==> config.mk <==
export PLATFORM = sky130hd
export DESIGN_NAME = tpg_inject_arb
export DESIGN_NICKNAME = d
export VERILOG_FILES = /design/src/rtl/tpg_sched_pkg.sv /design/src/rtl/rr_pick.sv /design/src/rtl/tpg_inject_arb.sv
export SDC_FILE = /design/constraint.sdc
export NUM_CORES = 1
export LEC_CHECK = 0
export ABC_AREA = 1
export CAP_MARGIN = 25
export CORE_UTILIZATION = 25
export CTS_CLUSTER_DIAMETER = 100
export DETAILED_ROUTE_END_ITERATION = 8
export GPL_TIMING_DRIVEN = 0
export SLEW_MARGIN = 40
export SYNTH_ARGS = -nofsm -noshare
export SYNTH_HDL_FRONTEND = slang
export SYNTH_SLANG_ARGS = --single-unit
export TNS_END_PERCENT = 100
==> constraint.sdc <==
create_clock -name clk -period 9.1 [get_ports clk]
set_input_delay 1.365 -clock clk [delete_from_list [all_inputs] [get_ports clk]]
set_output_delay 1.365 -clock clk [all_outputs]
set_load 0.005 [all_outputs]
==> src/rtl/tpg_sched_pkg.sv <==
// Shared types and constants for the traffic-generator injection scheduler.
package tpg_sched_pkg;

  typedef enum logic [1:0] {
    IDLE  = 2'd0,
    ARB   = 2'd1,
    GRANT = 2'd2,
    DONE  = 2'd3
  } state_t;

  // A flit limit of zero means the scheduler never runs out of budget.
  localparam int unsigned LIMIT_UNLIMITED = 0;

endpackage

==> src/rtl/rr_pick.sv <==
// Combinational K-way round-robin select: first asserted req at or after ptr, wrapping.
module rr_pick #(
  parameter int unsigned K  = 4,
  parameter int unsigned IW = $clog2(K)
) (
  input  logic [K-1:0]  req,
  input  logic [IW-1:0] ptr,
  output logic          found,
  output logic [IW-1:0] idx
);

  logic [IW-1:0] sel;

  // Walk offsets from farthest to nearest so the nearest hit is the one kept.
  always_comb begin
    found = 1'b0;
    idx   = '0;
    sel   = '0;
    for (int o = int'(K) - 1; o >= 0; o--) begin
      sel = IW'((int'(ptr) + o) % int'(K));
      if (req[sel]) begin
        found = 1'b1;
        idx   = sel;
      end
    end
  end

endmodule

==> src/rtl/tpg_inject_arb.sv <==
// Round-robin injection scheduler sharing one router input port between K generators,
// with bounded bursts, a single-entry output register and a global flit budget.
module tpg_inject_arb
  import tpg_sched_pkg::*;
#(
  parameter int unsigned WIDTH        = 32,
  parameter int unsigned N            = 16,
  parameter int unsigned N_ADDR_WIDTH = $clog2(N),
  parameter int unsigned K            = 4,
  parameter int unsigned BURST        = 4,
  parameter int unsigned CNT_WIDTH    = 16
) (
  input  logic                      clk,
  input  logic                      rst,
  input  logic                      enable,
  input  logic [CNT_WIDTH-1:0]      flit_limit,
  input  logic [K*WIDTH-1:0]        req_data,
  input  logic [K*N_ADDR_WIDTH-1:0] req_dest,
  input  logic [K-1:0]              req_valid,
  output logic [K-1:0]              req_ready,
  output logic [WIDTH-1:0]          data_out,
  output logic [N_ADDR_WIDTH-1:0]   dest_out,
  output logic                      valid_out,
  input  logic                      ready_in,
  output logic [$clog2(K)-1:0]      grant_id,
  output logic [CNT_WIDTH-1:0]      sent_count,
  output logic                      done
);

  localparam int unsigned GW = $clog2(K);
  localparam int unsigned BW = $clog2(BURST + 1);

  state_t               state_q, state_d;
  logic [GW-1:0]        ptr_q, ptr_d;
  logic [GW-1:0]        grant_d;
  logic [BW-1:0]        burst_q, burst_d;
  logic [CNT_WIDTH-1:0] acc_q, acc_d;
  logic [CNT_WIDTH-1:0] limit_q, limit_d;
  logic [CNT_WIDTH-1:0] acc_inc;
  logic [CNT_WIDTH-1:0] sent_d;
  logic                 valid_d;
  logic                 done_d;
  logic                 stage_free;
  logic                 budget_hit;
  logic                 hit_next;
  logic                 accept;
  logic                 xfer;
  logic                 grant_end;
  logic                 pick_found;
  logic [GW-1:0]        pick_idx;

  rr_pick #(
    .K  (K),
    .IW (GW)
  ) u_rr_pick (
    .req   (req_valid),
    .ptr   (ptr_q),
    .found (pick_found),
    .idx   (pick_idx)
  );

  assign stage_free = !valid_out || ready_in;
  assign xfer       = valid_out && ready_in;
  assign budget_hit = (limit_q != CNT_WIDTH'(LIMIT_UNLIMITED)) && (acc_q == limit_q);
  assign acc_inc    = acc_q + CNT_WIDTH'(1);

  always_comb begin
    req_ready = '0;
    if (state_q == GRANT && stage_free && !budget_hit) req_ready[grant_id] = 1'b1;
  end

  assign accept   = req_valid[grant_id] && req_ready[grant_id];
  assign hit_next = accept && (limit_q != CNT_WIDTH'(LIMIT_UNLIMITED)) && (acc_inc == limit_q);

  // Next-state, counters and output-stage next values.
  always_comb begin
    state_d   = state_q;
    ptr_d     = ptr_q;
    grant_d   = grant_id;
    burst_d   = burst_q;
    acc_d     = acc_q;
    limit_d   = limit_q;
    grant_end = 1'b0;

    if (accept) begin
      acc_d   = acc_inc;
      burst_d = burst_q + BW'(1);
    end

    case (state_q)
      IDLE: begin
        limit_d = flit_limit;
        acc_d   = '0;
        burst_d = '0;
        if (enable) state_d = ARB;
      end
      ARB: begin
        if (!enable) begin
          state_d = IDLE;
        end else if (budget_hit) begin
          state_d = DONE;
        end else if (pick_found) begin
          grant_d = pick_idx;
          burst_d = '0;
          state_d = GRANT;
        end
      end
      GRANT: begin
        if (!enable) begin
          state_d   = IDLE;
          grant_end = 1'b1;
        end else if (hit_next || budget_hit) begin
          state_d   = DONE;
          grant_end = 1'b1;
        end else if ((accept && burst_q == BW'(BURST - 1)) ||
                     (!req_valid[grant_id] && stage_free)) begin
          state_d   = ARB;
          grant_end = 1'b1;
        end
      end
      DONE: begin
        if (!enable) state_d = IDLE;
      end
      default: state_d = IDLE;
    endcase

    if (grant_end) ptr_d = (grant_id == GW'(K - 1)) ? '0 : grant_id + GW'(1);

    if (state_q == IDLE)                 sent_d = '0;
    else if (xfer && sent_count != '1)   sent_d = sent_count + CNT_WIDTH'(1);
    else                                 sent_d = sent_count;

    if (accept)        valid_d = 1'b1;
    else if (ready_in) valid_d = 1'b0;
    else               valid_d = valid_out;

    done_d = (state_d == DONE) && !valid_d;
  end

  always_ff @(posedge clk or posedge rst) begin
    if (rst) begin
      state_q    <= IDLE;
      ptr_q      <= '0;
      grant_id   <= '0;
      burst_q    <= '0;
      acc_q      <= '0;
      limit_q    <= '0;
      sent_count <= '0;
      valid_out  <= 1'b0;
      data_out   <= '0;
      dest_out   <= '0;
      done       <= 1'b0;
    end else begin
      state_q    <= state_d;
      ptr_q      <= ptr_d;
      grant_id   <= grant_d;
      burst_q    <= burst_d;
      acc_q      <= acc_d;
      limit_q    <= limit_d;
      sent_count <= sent_d;
      valid_out  <= valid_d;
      done       <= done_d;
      if (accept) begin
        data_out <= req_data[32'(grant_id) * WIDTH +: WIDTH];
        dest_out <= req_dest[32'(grant_id) * N_ADDR_WIDTH +: N_ADDR_WIDTH];
      end
    end
  end

endmodule

==> results.ini, run 1 <==
[floorplan]
dieArea_sq_um = 25400
std_cell_rows = 57
dieWidth_microns = 159
core_sq_um = 24300
ios = 228
start_util_pct = 25.5
chipHeight_microns = 159

[placement]
dp_slack_ns = 4.41
place_congestion = 0.909
io_buffers = 227
post-dp-hpwl_mm = 18.7

[sta]
setup_viol = 0
finalMaxSlewViolations = 0
fin_skew_ns = 0.0145
fin_ws_ns = 4.44
setup-tns-final_ns = 0
fmax_mhz = 214
rsz0062_at_grt = false
worst_pin_slew_ns = 0.767
period_needed_ns = 4.66
hold_violations = 0
fin_crit_sh_pct = 51.3
slew_headroom_pct = 48.8

[logic_synthesis]
synthFlopType = dfrtp_1
synth.area.mux_share_pct = 0.162
seq_area_frac_synth_pct = 38.4
async_flop_share_pct = 100
synth-edff-count = 0
synth-compound-area-share_pct = 16.6
synth_commonest_cells = nand2_1, nor2_1, o21ai_0
synth_simple_gate_area_share_pct = 31.9
syn_inst = 919
synth_top_family_by_area = simple AND/OR/NAND/NOR gates
yosysUniqueCellTypes = 37
ys_ff_latch = 95
yosys_warnings = 0
syn_area_per_cell_sq_um = 6.74
synthAdderAreaFrac_pct = 1.62
yosys.area_share.xor_xnor_pct = 3.19
yosys.area.top_type_share_pct = 38.4
synth_nets = 1095
synth_area_leaders = dfrtp_1, nand2_1, o21ai_0, nor2_1, inv_1
synth.largest_area_cell = dfrtp_1
syn-cell-area_sq_um = 6190
synth_most_common_cell = nand2_1

[drt]
vias = 6990
drc = 0
ant_nets = 0
wl_mm = 23.9
dr.pass1.iters = 5
vias_per_cell = 4.70
wl_per_cell_microns = 16.0
drt_iter0_markers = 417

[cts]
cts-htree-levels = 3
cts-hold-fix-buffers = 0
clockBufferDepth = 2
cts_tree = built
cts_root_buf = clkbuf_16
clock_latency_ns = 0.35
clkSinkCount = 95
cts_setup_buffers = 0
cts_resized = 0
clkTransAtPathRegs_ns = 0.07
cts_buffers = 9

[worst_setup_path]
r2r_slack_ns = 5.88
worstSetupStartpointType = primary input
cp.arrival_ns = 3.30
regToRegStartpoint = grant_id[0]
path_max_fanout = 6
worstRegToRegCells = 9
cp.required_ns = 7.74
r2r-end = acc_q[11]
end_kind = output port
worst-setup-path-type = in -> out

[global_routing]
grt_pass1_wl_mm = 37.0
grt_antenna_before_repair = 1
grt_max_degree = 68
grt_pass1_vias = 6798
track_usage_pct = 18.6
grt_overflow_total = 0

[min_path]
hold_start = data_out[30]
min_path_cells = 2
whs_endpoint = data_out[30]
hp-class = reg -> reg

[flow_run]
cap_violations = 0

[power]
peakVddDrop_mv = 0.0970
p_per_area_nw_per_um2 = 269
p_leak_uw = 0.00397

[run_status]
status = complete, no violations

[layout]
fin_nets = 1334
drive_gt1_share_pct = 4.21
area_growth_pct = 48.2
n_fill_cell = 2603

==> critical path, cell delays in order <==
cell	delay, ns
clkdlybuf4s50_1	0.49
nor2_1	0.09
nor3_1	0.48
nand2_1	0.18
nor2_1	0.16
clkdlybuf4s50_1	0.53
==> registers in the layout, summed over array words and instances, names as in the netlist <==
signal	cells
state_q	2
acc_q	16
grant_id	2
data_out	32
limit_q	16
done	1
valid_out	1
dest_out	4
sent_count	16
ptr_q	2
burst_q	3
==> layout by cell type (no fill, tap or decap), drive strengths merged, types with 3 or more instances in the layout <==
cell type      count
ha                 8
o21ai            116
inv               90
xor2              17
nor3              16
clkinv             5
xnor2              3
nor2             143
clkdlybuf4s50    227
o22ai             42
nand4             16
buf                9
nand3             34
a21oi             25
or2                3
clkbuf            43
nand2            257
dfrtp             95
==> cells by family (layout without fill, tap and decap cells) <==
family / after synthesis / in the layout
compound gates: 191 / 191
flops: 95 / 95
buf+inv: 131 / 375
xor+xnor: 21 / 21
simple gates: 472 / 472
fa+ha+maj: 8 / 8
other cells: 0 / 1
mux: 1 / 1
==> area by class of cell <==
cell class	count	area [sq um]	share of cell area, %
inverter	91	349	3.80
clock buffer	11	233	2.54
clock inverter	5	35.0	0.382
buffer	40	164	1.79
tap	324	405	4.42
multi-input combinational	693	3310	36.1
sequential	95	2380	25.9
timing repair buffer	228	2300	25.1
antenna	1	2.50	0.0273
==> where the power goes <==
group | internal, uW | leakage, uW | switching (uW) | total (uW)
logic | 557 | 0.00261 | 880 | 1440
registers | 561 | 0.00123 | 113 | 675
clock network | 186 | 0.000129 | 176 | 362
==> routing by layer <==
metal,up-vias,wire [microns],global-route usage (%)
li1,3465,-,-
met1,3235,9920,22.6
met2,264,11700,32.8
met3,26,1870,4.82
met4,0,374,4.55
met5,-,0,0
==> stage by stage <==
stage	std cells	hold WS [ns]	power, uW	cell area (sq um)	utilization, %
after floorplan	919	0.473	1490	6190	-
after global placement	1470	0.461	2100	8870	36.5
after global routing	1488	0.503	2680	9180	37.7
after CTS	1487	0.485	2500	9180	37.7
final	1488	0.482	2470	9180	37.7
after detailed placement	1471	0.465	2120	8910	36.6
==> how the worst max path moves through the flow <==
stage	start	slack, ns	endpoint
floorplan	rst	5.26	acc_q[0]
finish	ready_in	4.44	req_ready[1]
CTS	ready_in	4.41	req_ready[3]
global placement	rst	3.50	data_out[18]
detailed placement	ready_in	4.41	req_ready[3]
global route	ready_in	4.31	req_ready[3]
Power figures use the tool's default switching activity.
==> run 2, diff against run 1 <==
==> constraint.sdc (replaced) <==
create_clock -name clk -period 4.25 [get_ports clk]
set_input_delay 0.6375 -clock clk [delete_from_list [all_inputs] [get_ports clk]]
set_output_delay 0.6375 -clock clk [all_outputs]
set_load 0.005 [all_outputs]
==> run 2 against run 1 <==
  * Via count fell by 0.24%
  * Sequential share of layout area did not move
  * Power is 110% higher
==> results.ini, run 2 (synthesis gave the netlist of run 1 again) <==
[worst_setup_path]
regToRegStartpoint = grant_id[0]
r2r-end = acc_q[11]
max_stage_delay_ns = 0.53
r2r_slack_ns = 1.05
cp.arrival_ns = 3.09
worst-setup-path-type = reg -> out
worstRegToRegCells = 9
cp.required_ns = 3.61
worstSetupStartpointType = flop
end_kind = output port
cp-startpoint = grant_id[0]
slowest_stage = clkdlybuf4s50_1
path_max_fanout = 11
path_cells = inv_1 > clkbuf_1 > clkbuf_1 > ha_1 > inv_1 > nor2_1 > clkdlybuf4s50_1

[global_routing]
grt_antenna_before_repair = 1
grt_pass1_vias = 6793
grt.met1_usage_pct = 22.7
track_usage_pct = 18.7
grtUsageMet2_pct = 32.8
busiest_layer = met2
gr-usage-met3_pct = 4.82
grt_max_degree = 68
grt_pass1_wl_mm = 37.1
grt_overflow_total = 0

[sta]
fin_crit_sh_pct = 87.7
worst_pin_slew_ns = 0.771
period_needed_ns = 3.73
rsz0062_at_grt = false
hold_violations = 0
finalMaxSlewViolations = 0
fmax_mhz = 268
slew_headroom_pct = 48.6
fin_ws_ns = 0.523
fin_skew_ns = 0.0145
setup_viol = 0

[cts]
cts_setup_buffers = 0
clkSinkCount = 95
clockBufferDepth = 2
cts_tree = built
cts_root_buf = clkbuf_16
clkTransAtPathRegs_ns = 0.08
cts-htree-levels = 3
cts_buffers = 9
cts-hold-fix-buffers = 0
clock_latency_ns = 0.35
cts_resized = 0

[min_path]
whs_endpoint = data_out[21]
hold_start = data_out[21]
hp-class = reg -> reg
min_path_cells = 2

[drt]
vias = 6973
wl_mm = 23.8
ant_nets = 0
drt_iter0_markers = 412
wl_per_cell_microns = 16.0
dr.pass1.iters = 4
vias_per_cell = 4.69
drc = 0

[floorplan]
std_cell_rows = 57
start_util_pct = 25.5
chipHeight_microns = 159
core_sq_um = 24300
dieArea_sq_um = 25400
dieWidth_microns = 159
ios = 228

[layout]
final_common_cell = nand2_1
fin_nets = 1334
largest_reg_flops = 32
final_cell_mix = nand2_1, clkdlybuf4s50_1, nor2_1
n_fill_cell = 2603
top_register = data_out
drive_gt1_share_pct = 4.21
area_growth_pct = 48.2

[placement]
place_congestion = 0.909
io_buffers = 227
dp_slack_ns = 0.813
post-dp-hpwl_mm = 18.7

[flow_run]
cap_violations = 0

[power]
p_per_area_nw_per_um2 = 577
peakVddDrop_mv = 0.208
total_power_uw = 5290
p_leak_uw = 0.00397

[run_status]
status = complete, no violations

-- run 2: cell counts in the layout (fill, tap and decap cells not counted) --
No cell type changed its count.
-- run 2: area by class of cell --
cell class	count	area, sq um	share of cell area, %
antenna	1	2.50	0.0273
tap	324	405	4.42
multi-input combinational	693	3310	36.1
timing repair buffer	228	2300	25.1
clock buffer	11	233	2.54
buffer	40	164	1.79
sequential	95	2380	25.9
clock inverter	5	35.0	0.382
inverter	91	349	3.80
-- run 2: critical path, delay by kind of cell, from the launching register on --
| kind | cells | cell delay, ns |
|---|---|---|
| adder cells (fa/ha/maj) | 1 | 0.27 |
| AND/OR/NAND/NOR | 1 | 0.14 |
| flip-flops | 1 | 0.50 |
| buffers and inverters | 5 | 1.83 |
-- run 2: worst max path at each step --
stage	endpoint	slack [ns]	depth (start not counted)
3_3_place_gp	data_out[18]	-0.62	2
6_report	req_ready[2]	0.52	7
5_1_grt	req_ready[0]	0.26	7
4_1_cts	req_ready[2]	0.43	7
2_1_floorplan	acc_q[0]	1.14	1
3_5_place_dp	req_ready[2]	0.81	7
-- run 2: power by group --
group	total [uW]	internal [uW]	switching, uW
Sequential	1440	1200	243
Combinational	3070	1190	1880
Clock	776	398	378
Total	5290	2790	2500
-- run 2: through the flow --
step / instance area [sq um] / hold slack [ns] / std cells / TNS (ns) / util (%)
finish: 9180 / 0.482 / 1488 / 0 / 37.7
global route: 9180 / 0.503 / 1488 / 0 / 37.7
CTS: 9180 / 0.485 / 1487 / 0 / 37.7
detailed placement: 8910 / 0.465 / 1471 / 0 / 36.6
global placement: 8870 / 0.461 / 1470 / -57.99 / 36.5
floorplan: 6190 / 0.473 / 919 / 0 / -
-- run 2: metal layers --
layer | up-vias | wire length, microns
met1 | 3234 | 9940
met5 | - | 0
li1 | 3466 | -
met4 | 0 | 375
met2 | 247 | 11700
met3 | 26 | 1800
==> run 3, diff against run 2 <==
==> constraint.sdc (replaced) <==
create_clock -name clk -period 3 [get_ports clk]
set_input_delay 0.45 -clock clk [delete_from_list [all_inputs] [get_ports clk]]
set_output_delay 0.45 -clock clk [all_outputs]
set_load 0.005 [all_outputs]
==> run 3 against run 2 <==
  * Cell area grew 0.23%
  * Highest routed layer unchanged
  * Critical endpoint is now req_ready[1]
  * Wire length is essentially flat
  * Worst hold slack lost 0.034 ns
  * Non-clock buffer count is the same
  * Largest cell class unchanged
  * Power grew 42%
==> results.ini, run 3 (synthesis gave the netlist of run 1 again) <==
[sta]
slew_headroom_pct = 49.6
fin_skew_ns = 0.0128
fmax_mhz = 348
setup_viol = 0
fin_crit_sh_pct = 95.8
whs_ns = 0.448
period_needed_ns = 2.87
worst_pin_slew_ns = 0.756
finalMaxSlewViolations = 0
rsz0062_at_grt = false
hold_violations = 0

[global_routing]
grt_pass1_vias = 6794
grt_overflow_total = 0
grt_max_degree = 68
grt_antenna_before_repair = 1
grt_pass1_wl_mm = 37.0
track_usage_pct = 18.6

[cts]
cts_buffers = 9
cts_root_buf = clkbuf_16
clock_latency_ns = 0.35
cts_tree = built
clkSinkCount = 95
cts_setup_buffers = 0
cts-htree-levels = 3
cts-hold-fix-buffers = 0
clkTransAtPathRegs_ns = 0.07
clockBufferDepth = 2

[run_status]
status = complete, no violations

[placement]
placed_area_sq_um = 8910
post-dp-hpwl_mm = 18.7
place_congestion = 0.909
io_buffers = 227

[layout]
area_growth_pct = 48.5
n_fill_cell = 2600
final_cell_mix = nand2_1, clkdlybuf4s50_1, nor2_1
final_common_cell = nand2_1
fin_nets = 1334
largest_reg_flops = 32
drive_gt1_share_pct = 4.90
top_register = data_out
final_area_sq_um = 9200

[drt]
dr.pass1.iters = 5
wl_mm = 23.8
drc = 0
vias = 7005
drt_iter0_markers = 393
ant_nets = 0
vias_per_cell = 4.71
wl_per_cell_microns = 16.0

[floorplan]
std_cell_rows = 57
chipHeight_microns = 159
core_sq_um = 24300
start_util_pct = 25.5
dieArea_sq_um = 25400
ios = 228
dieWidth_microns = 159

[power]
p_per_area_nw_per_um2 = 818
peakVddDrop_mv = 0.294
p_leak_uw = 0.00399

[worst_setup_path]
max_stage_delay_ns = 0.53
slowest_stage = clkdlybuf4s50_1
r2r_slack_ns = 0.46
path_cells = inv_1 > clkbuf_4 > clkbuf_4 > ha_1 > inv_1 > nor2_1 > clkdlybuf4s50_1
cp.required_ns = 2.55
path_max_fanout = 11
cp.arrival_ns = 2.42
worst-setup-path-type = reg -> out
end_kind = output port
worstSetupStartpointType = flop

[min_path]
hp-class = in -> async

[flow_run]
cap_violations = 0

==> run 3: changes by cell type in the layout (fill, tap and decap cells not counted) <==
| cell | before | now |
|---|---|---|
| clkbuf_1 | 34 | 30 |
| clkbuf_4 | 0 | 4 |
| dfrtp_1 | 95 | 94 |
| dfrtp_2 | 0 | 1 |
| inv_1 | 86 | 85 |
| inv_2 | 3 | 4 |
| nor2_1 | 134 | 132 |
| nor2_2 | 7 | 9 |
==> run 3: final cells by class <==
class | instances | area (sq um) | share of cell area (%)
Sequential cell | 95 | 2380 | 25.9
Inverter | 91 | 349 | 3.79
Antenna cell | 1 | 2.50 | 0.0272
Buffer | 40 | 179 | 1.95
Tap cell | 324 | 405 | 4.41
Clock inverter | 5 | 35.0 | 0.381
Timing Repair Buffer | 228 | 2300 | 25.0
Multi-Input combinational cell | 693 | 3320 | 36.1
Clock buffer | 11 | 233 | 2.53
==> run 3: where the power goes <==
part	total [uW]	switching, uW	internal [uW]
clock network	1100	531	564
registers	2050	346	1700
logic	4380	2670	1710
total	7520	3540	3980
==> run 3: path summary, 6_finish.rpt <==
check	startpoint	to	depth (start not counted)
max	grant_id[1]	req_ready[1]	7
min	rst	sent_count[13]	2
max reg2reg	grant_id[1]	acc_q[11]	9
min reg2reg	data_out[21]	data_out[21]	2
max in group asynchronous	rst	grant_id[0]	3
min in group clk	data_out[21]	data_out[21]	2
==> run 3: stage by stage <==
stage / TNS, ns / util, % / cells / worst slack, ns / total power, uW
finish: 0 / 37.8 / 1488 / 0.126 / 7520
floorplan: 0 / - / 919 / 0.0730 / 4510
CTS: 0 / 37.8 / 1487 / 0.0197 / 7600
global route: 0 / 37.8 / 1488 / 0.00454 / 8160
detailed placement: -11.82 / 36.6 / 1471 / -0.250 / 6440
global placement: -168.21 / 36.5 / 1470 / -1.68 / 6380
==> run 3: per-layer routing <==
| metal | up-vias | track usage [%] | wire [microns] |
|---|---|---|---|
| li1 | 3467 | - | - |
| met2 | 266 | 32.7 | 11700 |
| met1 | 3248 | 22.6 | 9910 |
| met3 | 24 | 4.82 | 1900 |
| met5 | - | 0 | 0 |
| met4 | 0 | 4.59 | 369 |
==> run 3: critical path: cells and delay by family, from the launching register on <==
kind	cells	cell delay [ns]
buffers and inverters	5	1.29
DFF	1	0.46
adders and majority gates	1	0.19
and+or+nand+nor	1	0.14
==> run 3: repair_timing <==
item,4_1_cts,5_1_grt
resized for setup,9,3
setup endpoints to repair,62,4
gates cloned,0,0
